File: src/rtl/mem_initiator.sv
// Requester-side controller for a single-port synchronous memory: valid/ready
// write and wrapping read-burst commands in, backpressured read beats out.
// Optional build macro MEM_INIT_STATS_EN adds saturating write/read-beat counters.
module mem_initiator #(
  parameter int DATA_WIDTH = 8,
  parameter int DEPTH      = 8,
  parameter int ADDR_WIDTH = $clog2(DEPTH),
  parameter int LEN_WIDTH  = $clog2(DEPTH)
) (
  input  logic                  clk,
  input  logic                  rst_n,
  input  logic                  req_valid,
  output logic                  req_ready,
  input  logic                  req_write,
  input  logic [ADDR_WIDTH-1:0] req_addr,
  input  logic [DATA_WIDTH-1:0] req_wdata,
  input  logic [LEN_WIDTH-1:0]  req_len,
  output logic                  rsp_valid,
  input  logic                  rsp_ready,
  output logic [DATA_WIDTH-1:0] rsp_data,
  output logic                  rsp_last,
  output logic                  busy,
`ifdef MEM_INIT_STATS_EN
  output logic [15:0]           wr_count,
  output logic [15:0]           rd_count,
`endif
  output logic                  mem_rd_en,
  output logic                  mem_wr_en,
  output logic [ADDR_WIDTH-1:0] mem_addr,
  output logic [DATA_WIDTH-1:0] mem_wdata,
  input  logic [DATA_WIDTH-1:0] mem_rdata
);

  typedef enum logic [1:0] {
    S_IDLE  = 2'd0,
    S_WRITE = 2'd1,
    S_READ  = 2'd2,
    S_RSP   = 2'd3
  } state_t;

  state_t                r_state;
  state_t                w_state_next;
  logic                  r_req_ready;
  logic                  r_mem_rd_en;
  logic                  r_mem_wr_en;
  logic [ADDR_WIDTH-1:0] r_mem_addr;
  logic [DATA_WIDTH-1:0] r_mem_wdata;
  logic [LEN_WIDTH-1:0]  r_cnt;

  logic                  w_accept;
  logic                  w_rsp_hs;
  logic                  w_cnt_zero;
  logic                  w_next_beat;
  logic                  w_rd_en_next;
  logic                  w_wr_en_next;
  logic [ADDR_WIDTH-1:0] w_addr_inc;
  logic [ADDR_WIDTH-1:0] w_mem_addr_next;
  logic [DATA_WIDTH-1:0] w_mem_wdata_next;
  logic [LEN_WIDTH-1:0]  w_cnt_next;

  assign w_accept    = req_valid && r_req_ready;
  assign w_rsp_hs    = (r_state == S_RSP) && rsp_ready;
  assign w_cnt_zero  = (r_cnt == '0);
  assign w_next_beat = w_rsp_hs && !w_cnt_zero;
  // DEPTH is a power of two, so the natural overflow of the add is the wrap.
  assign w_addr_inc  = r_mem_addr + ADDR_WIDTH'(1);

  always_ff @(posedge clk or negedge rst_n) begin
    if (!rst_n) begin
      r_state <= S_IDLE;
    end else begin
      r_state <= w_state_next;
    end
  end

  always_comb begin
    w_state_next = r_state;
    case (r_state)
      S_IDLE: begin
        if (w_accept) begin
          w_state_next = req_write ? S_WRITE : S_READ;
        end
      end
      S_WRITE: w_state_next = S_IDLE;
      S_READ:  w_state_next = S_RSP;
      S_RSP: begin
        if (w_rsp_hs) begin
          w_state_next = w_cnt_zero ? S_IDLE : S_READ;
        end
      end
      default: w_state_next = S_IDLE;
    endcase
  end

  always_comb begin
    busy             = (r_state != S_IDLE);
    rsp_valid        = (r_state == S_RSP);
    rsp_last         = (r_state == S_RSP) && w_cnt_zero;
    rsp_data         = mem_rdata;
    w_wr_en_next     = w_accept && req_write;
    w_rd_en_next     = (w_accept && !req_write) || w_next_beat;
    w_mem_addr_next  = r_mem_addr;
    w_mem_wdata_next = r_mem_wdata;
    w_cnt_next       = r_cnt;
    if (w_accept) begin
      w_mem_addr_next = req_addr;
      if (req_write) begin
        w_mem_wdata_next = req_wdata;
      end else begin
        w_cnt_next = req_len;
      end
    end else if (w_next_beat) begin
      w_mem_addr_next = w_addr_inc;
      w_cnt_next      = r_cnt - LEN_WIDTH'(1);
    end
  end

  // Memory pins are registered so the memory sees clean, glitch-free controls;
  // mem_addr doubles as the burst address register.
  always_ff @(posedge clk or negedge rst_n) begin
    if (!rst_n) begin
      r_req_ready <= 1'b0;
      r_mem_rd_en <= 1'b0;
      r_mem_wr_en <= 1'b0;
      r_mem_addr  <= '0;
      r_mem_wdata <= '0;
      r_cnt       <= '0;
    end else begin
      r_req_ready <= (w_state_next == S_IDLE);
      r_mem_rd_en <= w_rd_en_next;
      r_mem_wr_en <= w_wr_en_next;
      r_mem_addr  <= w_mem_addr_next;
      r_mem_wdata <= w_mem_wdata_next;
      r_cnt       <= w_cnt_next;
    end
  end

  assign req_ready = r_req_ready;
  assign mem_rd_en = r_mem_rd_en;
  assign mem_wr_en = r_mem_wr_en;
  assign mem_addr  = r_mem_addr;
  assign mem_wdata = r_mem_wdata;

`ifdef MEM_INIT_STATS_EN
  logic [15:0] r_wr_count;
  logic [15:0] r_rd_count;

  always_ff @(posedge clk or negedge rst_n) begin
    if (!rst_n) begin
      r_wr_count <= '0;
      r_rd_count <= '0;
    end else begin
      if (w_wr_en_next && (r_wr_count != 16'hFFFF)) begin
        r_wr_count <= r_wr_count + 16'd1;
      end
      if (w_rsp_hs && (r_rd_count != 16'hFFFF)) begin
        r_rd_count <= r_rd_count + 16'd1;
      end
    end
  end

  assign wr_count = r_wr_count;
  assign rd_count = r_rd_count;
`endif

endmodule

File: config.mk
export PLATFORM = sky130hd
export DESIGN_NAME = mem_initiator
export DESIGN_NICKNAME = d
export VERILOG_FILES = /design/src/rtl/mem_initiator.sv
export SDC_FILE = /design/constraint.sdc
export NUM_CORES = 1
export LEC_CHECK = 0
export CAP_MARGIN = 5
export CORE_MARGIN = 8
export CORE_UTILIZATION = 41
export CTS_BUF_LIST = sky130_fd_sc_hd__clkbuf_4 sky130_fd_sc_hd__clkbuf_8 sky130_fd_sc_hd__clkbuf_16
export DETAILED_ROUTE_END_ITERATION = 12
export PLACE_DENSITY_LB_ADDON = 0.3
export SLEW_MARGIN = 5
export SYNTH_ARGS = -nofsm -noshare
export SYNTH_HDL_FRONTEND = slang
export SYNTH_SLANG_ARGS = --single-unit
File: constraint.sdc
create_clock -name clk -period 4.7 [get_ports clk]
set_clock_uncertainty 0.15 [all_clocks]
set_input_delay 1.175 -clock clk [delete_from_list [all_inputs] [get_ports clk]]
set_output_delay 1.175 -clock clk [all_outputs]
set_load 0.02 [all_outputs]
Word level (Yosys, flattened, before mapping)
Cells that the tools add are included.

Muxes and demuxes: 10. $add $sub $neg: 2. $lt $le $gt $ge: 0. Bitwise gates (word level): 0. Div/mod/pow operators: 0. Shifts and indexed selects: 0. Reductions and logical operators: 16. Eq/ne operators: 4. Multiply operators: 0.

Operators by type and width (number): $mux 3 (5); $mux 2 (4); $pmux 2 s4 (1); $logic_and 1x1->1 (6); $eq 2x2->1 const B (2); $logic_not 2->1 (2); $reduce_and 2->1 (2); $reduce_bool 2->1 (2); $add 3x1->3 const B (1); $logic_not 3->1 (1); $sub 3x1->3 const B (1); $eq 2x1->1 const B (1); $logic_not 1->1 (2); $ne 2x2->1 const B (1); $logic_or 1x1->1 (1).

Memories kept: 0. Word-level logic and storage cells: 39. Register bits after elaboration: 19. ROM bits: 0. Bits in latches: 0. Output and inout port bits: 25. Bits in writable memories: 0.

Logic depth before layout (Yosys ltp)
Gate-level depths: netlist of the first run.

Depth after elaboration: 5. Gate-level depth with buffers: 5. Mapped depth without buffers: 5.

Worst setup path before layout of the first run
OpenSTA, ideal clock, no wires.

Kind: input port to output port. Start point: in mem_rdata[0]. End point: out rsp_data[0]. Setup slack: 2.066 ns. Stages on the path: 1. Data required time: 3.375 ns. Arrival: 1.309 ns. Cells stage by stage: buf_4.

RTL lines: from (decl) (line 31) `input logic [DATA_WIDTH-1:0] mem_rdata`; to (decl) (line 20) `output logic [DATA_WIDTH-1:0] rsp_data,`.

No word-level cell between the ends.

Worst setup path after layout of the first run
Start point: reg r_cnt[0]. End point: out rsp_last.

Longest elaborated chain between the ends: 2.

RTL lines: from (decl) (line 48) `logic [LEN_WIDTH-1:0] r_cnt;`; from (signal assigned) (line 134) `r_cnt <= w_cnt_next;`; $logic_not 3->1 (line 63) `assign w_cnt_zero = (r_cnt == '0);`; $logic_and 1x1->1 (line 98) `rsp_last = (r_state == S_RSP) && w_cnt_zero;`; to (decl) (line 21) `output logic rsp_last,`.

No other way between the ends.

==> flow_summary.ini, run 1 <==
[status]
status = complete, no violations

[critical_path]
slowest_stage = clkdlybuf4s50_1
path_cells = inv_1, ha_1, nand2b_1, nor2_1, clkdlybuf4s50_1
cp.arrival_ps = 1860
crit_type = reg -> out
cpLargestDelayFamily = buffers and inverters
crit_buf_inv = 2
path_max_fanout = 5
cp-start-kind = flop
cp.required_ps = 3380
slowest_delay_ps = 620
end_kind = output port

[synth]
synth_async_sr_flop_share = 1.000
synth_commonest_cells = 19 x dfrtp_1, 8 x buf_4, 8 x mux2_2, 8 x nand2_1, 6 x inv_1
ys_types = 29
syn_inst = 92
syn_area_um2 = 970.9
syn_area_per_cell_um2 = 10.55
synth_ff_type = dfrtp_1
synth_seq_cells = 19
synth.most_common_cell = dfrtp_1
yosysTopAreaCellShare = 0.4897
ys_seq_area_frac = 0.4897
synth_edf_count = 0
synth.area.top_cells = dfrtp_1 49%, mux2_2 9.3%, buf_4 6.2%
yosysWarningCount = 0
synth_top_cell_by_area = dfrtp_1
syn_nets = 122

[clocking]
cts_inserted_buffers = 3
cts.sinks = 19
path_clk_slew_ps = 110
cts_resized = 0
hold_buffers = 0
post_cts_buffers = 0
cts_tree = done
clock_latency_ps = 300
cts_buffer_depth = 2
cts.htree.levels = 1
clockRootBuffer = clkbuf_4

[global_routing]
grt_busiest_layer = met2
met3_usage = 0.06186
use_met2 = 0.1851
grt_first_pass_wirelength_um = 4098
use_met1 = 0.1410
grt_overflow = 0
grt_use_total = 0.1213
grt_pass1_vias = 850
antenna_found_initial = 0
grt_max_degree = 20

[timing]
finalHoldViolCount = 0
worstMarginPinSlew_ps = 857.4
max-slew-margin-rel = 0.4266
rsz0062_at_grt = no
drv_slew = 0
setup_viol = 0
fin_crit_ps = 3185
fmax_mhz = 313.9
fin_setup_tns_ps = 0
fin_crit_sh = 0.6777

[place]
dp_hpwl_um = 1829
dpl_cell_area_mm2 = 0.001286
port_buffers = 35
gp_congestion = 0.8632

[die]
die_x_um = 64.67
core_mm2 = 0.002233
rows = 17
die_height_um = 64.67
die_area_mm2 = 0.004182
pin_count = 52
initial_utilization = 0.4347

[layout]
drive_gt1_frac = 0.1240
fin_nets = 152
area_growth_pct = 35.31
fillCellCount = 205
multi_input_area_um2 = 402.9
fin_area_mm2 = 0.001314
diodes = 0
seq_area_um2 = 475.5

[drt]
ant_nets = 0
wl_um = 2353
drt-vias-per-instance = 5.362
wire_per_inst_um = 15.79
vias = 799
drc = 0
drt-initial-drc-count = 16
drtPass1Iterations = 4

[pwr]
clkPwrFrac = 0.106
powerDensity_mw_per_mm2 = 610.4
p_int_w = 0.0004855
swShare = 0.3945
pwr-share-comb = 0.525
p_leak_nw = 0.5648
power_frac_seq = 0.369
power.net_switching_w = 0.0003164
ir_drop_mv = 0.3576

[worst_hold_path]
holdCritPathClass = reg -> reg

[run]
drv_cap = 0
-- routing by layer --
layer / routed length [µm] / vias up / part of all wire
met5: 0 / - / 0
met4: 36 / 0 / 0.015
met3: 262 / 4 / 0.11
met2: 1100 / 35 / 0.47
met1: 954 / 381 / 0.41
li1: - / 379 / -
-- stage by stage --
| stage | utilization | hold slack [ps] | cells | worst slack, ps | power (W) |
|---|---|---|---|---|---|
| global placement | 0.5759 | 337.6 | 145 | 1814 | 0.0007116 |
| global route | 0.5882 | 388.5 | 149 | 1429 | 0.0008594 |
| CTS | 0.5882 | 369.2 | 149 | 1500 | 0.0008123 |
| floorplan | - | 344.4 | 92 | 2066 | 0.0005404 |
| finish | 0.5882 | 364.7 | 149 | 1515 | 0.0008019 |
| detailed placement | 0.5759 | 343.4 | 145 | 1788 | 0.0007255 |
-- registers in the layout, summed over array words and instances, names as in the netlist --
signal / cells
mem_wr_en: 1
mem_rd_en: 1
mem_wdata: 8
mem_addr: 3
req_ready: 1
r_cnt: 3
r_state: 2
-- layout make-up --
type                       instances  share of cell area
timing repair buffer              35              0.2667
sequential                        19              0.3619
inverter                           6             0.01714
tap                               28             0.02667
clock inverter                     1            0.003810
clock buffer                       3             0.01714
multi-input combinational         57              0.3067
-- kinds of logic (layout without fill, tap and decap cells) --
| group | Yosys count | after routing | synth area share |
|---|---|---|---|
| DFF | 19 | 19 | 0.4897 |
| and+or+nand+nor | 29 | 29 | 0.1547 |
| muxes | 8 | 8 | 0.09279 |
| buffers and inverters | 16 | 45 | 0.09536 |
| adders and majority gates | 3 | 3 | 0.03866 |
| AOI/OAI and AO/OA | 17 | 17 | 0.1289 |
-- placed cells by master, fill, tap and decap left out, drive strengths merged, types with 3 or more instances in the layout --
cell type / count
o22ai: 3
ha: 3
nor2: 3
inv: 6
clkdlybuf4s50: 35
nor4: 3
o21ai: 3
mux2: 8
nand2b: 3
clkbuf: 3
dfrtp: 19
nand3: 3
nand2: 8
-- power by group through the flow --
stage	Clock (W)	Combinational (W)	Sequential, W
global route	0.0000925	0.000457	0.000310
detailed placement	0	0.000425	0.000301
finish	0.0000848	0.000421	0.000296
CTS	0.0000872	0.000428	0.000297
global placement	0	0.000419	0.000293
floorplan	0	0.000183	0.000358
-- worst paths after layout --
kind,startpoint,endpoint,slack [ps],cells past startpoint
max in group asynchronous,rst_n,mem_wr_en$_DFF_PN0_,2680,1
min reg2reg,mem_wdata[3]$_DFFE_PN0P_,mem_wdata[3]$_DFFE_PN0P_,360,1
min in group asynchronous,rst_n,mem_addr[0]$_DFFE_PN0P_,1200,1
min,mem_wdata[3]$_DFFE_PN0P_,mem_wdata[3]$_DFFE_PN0P_,360,1
max reg2reg,r_cnt[0]$_DFFE_PN0P_,mem_addr[2]$_DFFE_PN0P_,3030,5
max,r_cnt[0]$_DFFE_PN0P_,rsp_last,1510,5
(Power assumes the default switching activity.)
==> run 2: changes to the inputs <==
Settings changed: CORE_UTILIZATION 41 to 38.
Clock period 4.7 ns to 3.2 ns, I/O delays scaled along.
==> flow_summary.ini, run 2 (synthesized netlist as in run 1, its figures left out) <==
[status]
status = complete, no violations

[place]
gp_congestion = 0.7695
port_buffers = 35
dp_hpwl_um = 1784
placed_cells = 147
dpl_cell_area_mm2 = 0.001289

[pwr]
swShare = 0.3887
pwr-share-comb = 0.530
powerDensity_mw_per_mm2 = 886.3
p_int_w = 0.0007132
clkPwrFrac = 0.099
ir_drop_mv = 0.4721
p_leak_nw = 0.5648
power.net_switching_w = 0.0004534
power_frac_seq = 0.370

[timing]
drv_slew = 0
setup_viol = 0
max-slew-margin-rel = 0.4537
finalHoldViolCount = 0
rsz0062_at_grt = no
fin_setup_tns_ps = 0
worstMarginPinSlew_ps = 816.9
fin_crit_ps = 2797
fmax_mhz = 357.5
fin_crit_sh = 0.8741

[clocking]
cts.htree.levels = 1
cts_inserted_buffers = 3
clock_latency_ps = 290
post_cts_buffers = 0
hold_buffers = 0
cts_buffer_depth = 2
cts.sinks = 19
path_clk_slew_ps = 100
clockRootBuffer = clkbuf_4
cts_resized = 0
cts_tree = done

[die]
die_height_um = 66.55
die_x_um = 66.55
die_area_mm2 = 0.004428
pin_count = 52
core_mm2 = 0.002455
rows = 18
initial_utilization = 0.3955

[critical_path]
cp.required_ps = 2250
cp-start-kind = flop
slowest_delay_ps = 610
path_cells = inv_1, ha_1, nand2b_1, nor2_1, clkdlybuf4s50_1
end_kind = output port
path_max_fanout = 5
crit_type = reg -> out
slowest_stage = clkdlybuf4s50_1
cp.arrival_ps = 1850

[layout]
drive_gt1_frac = 0.1240
final_common_cell = clkdlybuf4s50_1
diodes = 0
largest_reg_flops = 8
instances_no_fill = 151
fin_area_mm2 = 0.001316
fin_nets = 152
layout_common_cells = 35 x clkdlybuf4s50_1, 19 x dfrtp_1, 8 x nand2_1, 8 x mux2_2, 6 x inv_1
area_growth_pct = 35.57

[drt]
vias = 780
wire_per_inst_um = 15.15
drt-vias-per-instance = 5.166
wl_um = 2287
drc = 0
drt-initial-drc-count = 36
drtPass1Iterations = 4
ant_nets = 0

[global_routing]
grt_overflow = 0
grt_first_pass_wirelength_um = 3850
grt_use_total = 0.1116
grt_max_degree = 20
antenna_found_initial = 0
grt_pass1_vias = 861

[run]
drv_cap = 0

[worst_hold_path]
holdCritPathClass = reg -> reg
==> run 2: cell counts in the layout (fill, tap and decap cells not counted) <==
No cell type changed its count.
==> run 2: per-stage QoR <==
stage | utilization | hold WS (ps) | setup slack, ps | power, W
2_1_floorplan | - | 344.4 | 1229 | 0.0007937
3_5_place_dp | 0.5250 | 347.9 | 656.9 | 0.001064
5_1_grt | 0.5362 | 383.7 | 295.5 | 0.001255
6_report | 0.5362 | 365.9 | 402.8 | 0.001167
4_1_cts | 0.5362 | 373.7 | 387.1 | 0.001190
3_3_place_gp | 0.5250 | 337.2 | 705.4 | 0.001046
==> run 2: power by group through the flow <==
stage	registers, W	clock network [W]	logic (W)
after detailed placement	0.000438	0	0.000625
after global routing	0.000449	0.000136	0.000671
after global placement	0.000432	0	0.000614
final	0.000432	0.000116	0.000618
after floorplan	0.000526	0	0.000268
after CTS	0.000433	0.000127	0.000630
==> run 2: worst paths after layout <==
| check | slack, ps | end | start | depth (start not counted) |
|---|---|---|---|---|
| max | 400 | rsp_last | r_cnt[0]$_DFFE_PN0P_ | 5 |
| min | 370 | mem_wdata[4]$_DFFE_PN0P_ | mem_wdata[4]$_DFFE_PN0P_ | 1 |
| max reg2reg | 1530 | mem_addr[2]$_DFFE_PN0P_ | r_cnt[0]$_DFFE_PN0P_ | 5 |
| min reg2reg | 370 | mem_wdata[4]$_DFFE_PN0P_ | mem_wdata[4]$_DFFE_PN0P_ | 1 |
| max in group asynchronous | 1570 | mem_wdata[5]$_DFFE_PN0P_ | rst_n | 1 |
| min in group asynchronous | 820 | mem_addr[2]$_DFFE_PN0P_ | rst_n | 1 |
==> run 2: area by class of cell <==
type,instances,area (µm²)
Clock buffer,3,22.52
Clock inverter,1,5.005
Fill cell,236,1139
Inverter,6,22.52
Multi-Input combinational cell,57,402.9
Sequential cell,19,475.5
Tap cell,30,37.54
Timing Repair Buffer,35,350.3
==> run 2: worst max-delay path, delay by kind of cell (launching register included) <==
family / cells / cell delay [ps]
adder cells (fa/ha/maj): 1 / 190
buffers and inverters: 2 / 700
flip-flops: 1 / 420
AND/OR/NAND/NOR: 2 / 250
==> run 2: routing by layer <==
layer	wire length [µm]	up-vias	GRT usage
met5	0	-	0
met4	10	0	0.06133
met3	347	2	0.07047
met2	998	35	0.1637
met1	931	366	0.1203
li1	-	377	-
